File: config.mk
export PLATFORM = sky130hd
export DESIGN_NAME = cache_ctrl
export DESIGN_NICKNAME = d
export VERILOG_FILES = /design/src/rtl/cache_ctrl.sv
export SDC_FILE = /design/constraint.sdc
export NUM_CORES = 1
export LEC_CHECK = 0
export ABC_AREA = 1
export BUFFER_PORTS_ARGS = -buffer_cell sky130_fd_sc_hd__clkbuf_2
export CORE_ASPECT_RATIO = 0.8
export CORE_MARGIN = 2
export CORE_UTILIZATION = 47
export CTS_CLUSTER_SIZE = 24
export DETAILED_ROUTE_END_ITERATION = 12
export PLACE_DENSITY_LB_ADDON = 0.05
export SETUP_SLACK_MARGIN = 0.02
export SYNTH_ARGS = -nofsm -noshare
export SYNTH_HDL_FRONTEND = slang
export SYNTH_SLANG_ARGS = --single-unit
File: constraint.sdc
create_clock -name clk -period 2.7 [get_ports clk]
set_clock_uncertainty 0.2 [all_clocks]
set_input_delay 0.405 -clock clk [delete_from_list [all_inputs] [get_ports clk]]
set_output_delay 0.405 -clock clk [all_outputs]
set_load 0.01 [all_outputs]
File: src/rtl/cache_ctrl.sv
// Miss-handling controller between the CPU port, an external cache array and a word-wide memory.
// Define CACHE_CTRL_STATS_EN to add saturating hit/miss counters (stats_clr, hit_cnt, miss_cnt).
module cache_ctrl #(
   parameter int unsigned MEM_TIMEOUT = 255
) (
   input  logic        clk,
   input  logic        rst,
   input  logic        cpu_req,
   input  logic        cpu_wr,
   input  logic [14:0] cpu_addr,
   input  logic [15:0] cpu_wdata,
   output logic        cpu_ready,
   output logic [15:0] cpu_rdata,
   output logic        cpu_busy,
   output logic        err,
   output logic        c_enable,
   output logic        c_comp,
   output logic        c_write,
   output logic        c_valid_in,
   output logic [7:0]  c_index,
   output logic [1:0]  c_word,
   output logic [4:0]  c_tag_in,
   output logic [15:0] c_data_in,
   input  logic        c_hit,
   input  logic        c_dirty,
   input  logic        c_valid,
   input  logic [4:0]  c_tag_out,
   input  logic [15:0] c_data_out,
   output logic        mem_req,
   output logic        mem_wr,
   output logic [14:0] mem_addr,
   output logic [15:0] mem_wdata,
   input  logic        mem_ack,
   input  logic [15:0] mem_rdata
`ifdef CACHE_CTRL_STATS_EN
   ,
   input  logic        stats_clr,
   output logic [15:0] hit_cnt,
   output logic [15:0] miss_cnt
`endif
);

   localparam int unsigned TAG_W   = 5;
   localparam int unsigned IDX_W   = 8;
   localparam int unsigned WRD_W   = 2;
   localparam int unsigned DATA_W  = 16;
   localparam int unsigned ADDR_W  = TAG_W + IDX_W + WRD_W;
   localparam int unsigned TO_W    = (MEM_TIMEOUT < 2) ? 1 : $clog2(MEM_TIMEOUT);
   localparam int unsigned TO_LAST = (MEM_TIMEOUT == 0) ? 0 : MEM_TIMEOUT - 1;
   localparam bit          TO_EN   = (MEM_TIMEOUT != 0);

   typedef enum logic [2:0] {
      S_IDLE,
      S_COMPARE,
      S_WB,
      S_FILL,
      S_DONE
   } state_t;

   state_t              state_q, state_d;
   logic [ADDR_W-1:0]   addr_q, addr_d;
   logic                wr_q, wr_d;
   logic [DATA_W-1:0]   wdata_q, wdata_d;
   logic [DATA_W-1:0]   rdata_q, rdata_d;
   logic [TAG_W-1:0]    victim_q, victim_d;
   logic [WRD_W-1:0]    word_q, word_d;
   logic                gap_q, gap_d;
   logic                replay_q, replay_d;
   logic [TO_W-1:0]     to_cnt_q, to_cnt_d;

   logic [TAG_W-1:0]    req_tag;
   logic [IDX_W-1:0]    req_idx;
   logic [WRD_W-1:0]    req_word;
   logic                ack_c;
   logic                wait_c;
   logic                timeout_c;

   assign req_tag   = addr_q[ADDR_W-1 -: TAG_W];
   assign req_idx   = addr_q[WRD_W +: IDX_W];
   assign req_word  = addr_q[WRD_W-1:0];

   // Request drops for one cycle after every accepted word; async reset kills it immediately.
   assign mem_req   = ((state_q == S_WB) || (state_q == S_FILL)) && !gap_q;
   assign ack_c     = mem_req && mem_ack;
   assign wait_c    = mem_req && !mem_ack;
   assign timeout_c = TO_EN && wait_c && (to_cnt_q == TO_W'(TO_LAST));

   assign cpu_busy  = (state_q != S_IDLE);
   assign cpu_rdata = (state_q == S_DONE) ? rdata_q : '0;

   // Next-state and cache/memory drive.
   always_comb begin
      state_d    = state_q;
      addr_d     = addr_q;
      wr_d       = wr_q;
      wdata_d    = wdata_q;
      rdata_d    = rdata_q;
      victim_d   = victim_q;
      word_d     = word_q;
      gap_d      = 1'b0;
      replay_d   = replay_q;
      to_cnt_d   = wait_c ? to_cnt_q + TO_W'(1) : '0;
      c_enable   = 1'b0;
      c_comp     = 1'b0;
      c_write    = 1'b0;
      c_valid_in = 1'b0;
      c_index    = '0;
      c_word     = '0;
      c_tag_in   = '0;
      c_data_in  = '0;
      mem_wr     = 1'b0;
      mem_addr   = '0;
      mem_wdata  = '0;
      cpu_ready  = 1'b0;
      err        = 1'b0;

      unique case (state_q)
         S_IDLE: begin
            if (cpu_req) begin
               addr_d   = cpu_addr;
               wr_d     = cpu_wr;
               wdata_d  = cpu_wdata;
               replay_d = 1'b0;
               word_d   = '0;
               state_d  = S_COMPARE;
            end
         end
         S_COMPARE: begin
            c_enable  = 1'b1;
            c_comp    = 1'b1;
            c_write   = wr_q;
            c_index   = req_idx;
            c_word    = req_word;
            c_tag_in  = req_tag;
            c_data_in = wdata_q;
            word_d    = '0;
            if (c_hit && c_valid) begin
               rdata_d = wr_q ? '0 : c_data_out;
               state_d = S_DONE;
            end else if (c_valid && c_dirty) begin
               victim_d = c_tag_out;
               state_d  = S_WB;
            end else begin
               state_d  = S_FILL;
            end
         end
         S_WB: begin
            c_enable  = 1'b1;
            c_index   = req_idx;
            c_word    = word_q;
            mem_wr    = mem_req;
            mem_addr  = {victim_q, req_idx, word_q};
            mem_wdata = c_data_out;
            if (ack_c) begin
               gap_d  = 1'b1;
               word_d = word_q + WRD_W'(1);
               if (word_q == WRD_W'(3)) state_d = S_FILL;
            end else if (timeout_c) begin
               cpu_ready = 1'b1;
               err       = 1'b1;
               word_d    = '0;
               to_cnt_d  = '0;
               state_d   = S_IDLE;
            end
         end
         S_FILL: begin
            c_index   = req_idx;
            c_word    = word_q;
            c_tag_in  = req_tag;
            c_data_in = mem_rdata;
            mem_addr  = {req_tag, req_idx, word_q};
            if (ack_c) begin
               c_enable   = 1'b1;
               c_write    = 1'b1;
               c_valid_in = (word_q == WRD_W'(3));
               gap_d      = 1'b1;
               word_d     = word_q + WRD_W'(1);
               if (word_q == WRD_W'(3)) begin
                  replay_d = 1'b1;
                  state_d  = S_COMPARE;
               end
            end else if (timeout_c) begin
               // Abandoned fill: make sure the line is left invalid.
               c_enable  = 1'b1;
               c_write   = 1'b1;
               cpu_ready = 1'b1;
               err       = 1'b1;
               word_d    = '0;
               to_cnt_d  = '0;
               state_d   = S_IDLE;
            end
         end
         S_DONE: begin
            cpu_ready = 1'b1;
            state_d   = S_IDLE;
         end
         default: state_d = S_IDLE;
      endcase
   end

   always_ff @(posedge clk or posedge rst) begin
      if (rst) begin
         state_q  <= S_IDLE;
         addr_q   <= '0;
         wr_q     <= 1'b0;
         wdata_q  <= '0;
         rdata_q  <= '0;
         victim_q <= '0;
         word_q   <= '0;
         gap_q    <= 1'b0;
         replay_q <= 1'b0;
         to_cnt_q <= '0;
      end else begin
         state_q  <= state_d;
         addr_q   <= addr_d;
         wr_q     <= wr_d;
         wdata_q  <= wdata_d;
         rdata_q  <= rdata_d;
         victim_q <= victim_d;
         word_q   <= word_d;
         gap_q    <= gap_d;
         replay_q <= replay_d;
         to_cnt_q <= to_cnt_d;
      end
   end

`ifdef CACHE_CTRL_STATS_EN
   logic        hit_inc, miss_inc;
   logic [15:0] hit_cnt_q, miss_cnt_q;

   // Only the first compare of an access is counted; the post-fill replay is not.
   always_comb begin
      hit_inc  = (state_q == S_COMPARE) && !replay_q && c_hit && c_valid;
      miss_inc = (state_q == S_COMPARE) && !replay_q && !(c_hit && c_valid);
   end

   always_ff @(posedge clk or posedge rst) begin
      if (rst) begin
         hit_cnt_q  <= '0;
         miss_cnt_q <= '0;
      end else if (stats_clr) begin
         hit_cnt_q  <= '0;
         miss_cnt_q <= '0;
      end else begin
         if (hit_inc && (hit_cnt_q != 16'hFFFF))   hit_cnt_q  <= hit_cnt_q + 16'd1;
         if (miss_inc && (miss_cnt_q != 16'hFFFF)) miss_cnt_q <= miss_cnt_q + 16'd1;
      end
   end

   assign hit_cnt  = hit_cnt_q;
   assign miss_cnt = miss_cnt_q;
`endif

endmodule
==> run summary <==
Placed Cells: 703
Netlist cell types: 33
Simple-Gate Fraction of Synth Area: 25.0%
adder-cell area share of the yosys netlist: 1.06%
n_diodes: 0
CTS sink count: 67
DRT antenna net count: 0
number of iterations in the first detailed-routing pass: 4
largest family of logic cells by synthesized area: simple AND/OR/NAND/NOR gates
Core Util, Final: 63.6%
top-area cell type share of the netlist area: 47.5%
Core ar.: 7320 µm²
vias in the first global route: 3186
prevailing post-synth register cell: dfrtp_1
clk_lat worst skew: 0.34 ns
worst-margin pin slew: 0.610 ns
input/output buffers: 162
maximum clock rate: 394 MHz
max cap viols: 0
Fillers: 728
first-pass GRT wire length: 14500 µm
Synth Net Count: 542
CTS Root Cell: clkbuf_8
Slew HR: 59.2%
routability cong.: 0.831
Synth area leader: dfrtp_1
Core Rows: 28
setup_tns: 0 ns
sequential-to-total area share from yosys stat: 47.5%
share of layout cells above drive strength 1: 32.3%
Avg Vias per Cell: 4.73
DIE WIDTH: 101 µm
NumNets Final: 706
XOR/XNOR Fraction of Synth Area: 1.24%
Finished Layout Cells: 722
pwr dens: 1070 nW/µm²
largest net degree at the start of global routing: 52
Final setup viols: 0
synth top area cells: dfrtp_1, nor2_1, inv_1
R2R depth: 5
Worst EP required: 2.10 ns
Synth Register Bits: 67
Synth Warn #: 0
I/O pin cnt: 163
crit end category: primary output
leak pwr: 2.65 nW
Final Critical Period: 2.54 ns
Mean Syn Cell Area: 7.62 µm²
total track usage: 22.6%
RSZ-0062 raised after global routing: no
Peak VDD IR: 0.559 mV
final hold violations: 0
worst hold-check path type: in2reg
Post-Synthesis Cell Area: 3530 µm²
Vias: 3417
CTS buffer count: 9
Worst Setup EP: c_enable
wire per inst: 12.6 µm
# DRC: 0
Worst R2R End: rdata_q[9]
grt ovf: 0
status: finished, final reports clean
Synth Instances: 463
Async SR Flop Fraction: 100%
critical path startpoint category: register
critical path class: reg2out
Initial Utilization: 48.2%
number of synthesized flops with an enable pin: 0
DRT Wirelength: 9080 µm
CP Max Fanout: 18
Die Y-Extent: 81.5 µm
clock-pin slew on the worst setup and hold paths: 0.07 ns
max-slew violation count: 0
Final Power: 4.99 mW
flop-to-flop setup slack: 0.76 ns
count leader, synth: nor2_1
Detailed Place HPWL: 6960 µm
CP startpoint: state_q[2]
worst r2r src: state_q[2]
Starting DRT DRC Count: 150
mux cell area share after synthesis: 1.49%
initial antenna violation count: 0
P&R area growth vs syn: 32.1%
Final period util: 94.1%
die area: 8220 µm²
Clock Path Buffers: 2
H-tree Lvls: 3
Compound-Gate Fraction of Synth Area: 11.4%
commonest cells in the synthesized netlist: nor2_1, inv_1, dfrtp_1
CTS tree: built
Arrival @ worst endpoint: 1.94 ns
[report_power, final]
part | switching, mW | total, mW | leakage (nW) | internal, mW
clock network | 0.381 | 0.950 | 0.113 | 0.569
logic | 1.57 | 2.47 | 1.73 | 0.895
registers | 0.163 | 1.57 | 0.810 | 1.40
[cell type report]
class / instances / area, µm² / area share (%)
multi-input cells: 294 / 1420 / 30.6
repair buffers: 169 / 891 / 19.1
clock inverters: 4 / 72.6 / 1.56
inverters: 86 / 327 / 7.01
well taps: 90 / 113 / 2.42
clock buffers: 12 / 155 / 3.33
flip-flops and latches: 67 / 1680 / 36.0
[repair_timing]
| action | in CTS | in global routing |
|---|---|---|
| gates resized for setup | 1 | 0 |
| buffers inserted | 0 | 2 |
| hold buffers | 1 | 0 |
| gates cloned | 0 | 0 |
| pin swaps | 0 | 1 |
| hold endpoints to repair | 24 | 0 |
| setup endpoints to repair | 1 | 3 |
[logic make-up after synthesis]
kind of cell,Yosys count
flops,67
simple gates,204
compound gates,78
mux,4
xor+xnor,5
fa+ha+maj,3
buf+inv,102
[cells in the final DEF, fill, tap and decap left out, types with 3 or more instances in the layout]
cell	netlist	layout
clkbuf_2	0	162
nor2_1	101	101
inv_1	80	79
dfrtp_1	67	67
nand2_1	62	62
o21ai_0	40	40
a21oi_1	32	32
nand3_1	27	27
clkbuf_8	0	11
inv_2	3	4
nor2_4	3	4
buf_4	4	4
xor2_1	3	3
ha_1	3	3
[per-layer routing]
metal | global-route usage (%) | up-vias | part of all wire [%] | wire, µm
li1 | - | 1751 | - | -
met1 | 28.8 | 1543 | 44 | 4030
met2 | 36.3 | 109 | 46 | 4170
met3 | 8.51 | 14 | 8.3 | 752
met4 | 6.71 | 0 | 1.5 | 134
met5 | 0 | - | 0 | 0
[stage by stage]
step | hold WS, ns | setup WS [ns] | cell area, µm²
after floorplan | 0.232 | 0.412 | 3530
after global placement | 0.247 | 0.483 | 4400
after CTS | 0.0713 | 0.159 | 4640
final | 0.0872 | 0.160 | 4660
after global routing | 0.0796 | 0.0289 | 4660
after detailed placement | 0.254 | 0.406 | 4400
[worst max-delay path, cell delays in order, from the launching register on]
cell      delay (ns)
dfrtp_1         0.44
inv_2           0.16
nand3_4         0.24
inv_4           0.21
nor2_2          0.12
a31oi_1         0.25
clkbuf_2        0.18
[sequential cells by signal (all words and copies together) (netlist names)]
signal    count
victim_q      5
gap_q         1
state_q       3
word_q        2
to_cnt_q      8
rdata_q      16
wr_q          1
wdata_q      16
addr_q       15
[worst min-delay path by stage]
stage / from / endpoint / slack, ns / cells past startpoint
floorplan: to_cnt_q[0] / to_cnt_q[0] / 0.23 / 1
global placement: to_cnt_q[0] / to_cnt_q[0] / 0.25 / 1
detailed placement: to_cnt_q[0] / to_cnt_q[0] / 0.25 / 1
CTS: cpu_wdata[13] / wdata_q[13] / 0.07 / 2
global route: cpu_wdata[13] / wdata_q[13] / 0.08 / 2
finish: c_tag_out[2] / victim_q[2] / 0.09 / 3
Power figures use the tool's default switching activity.
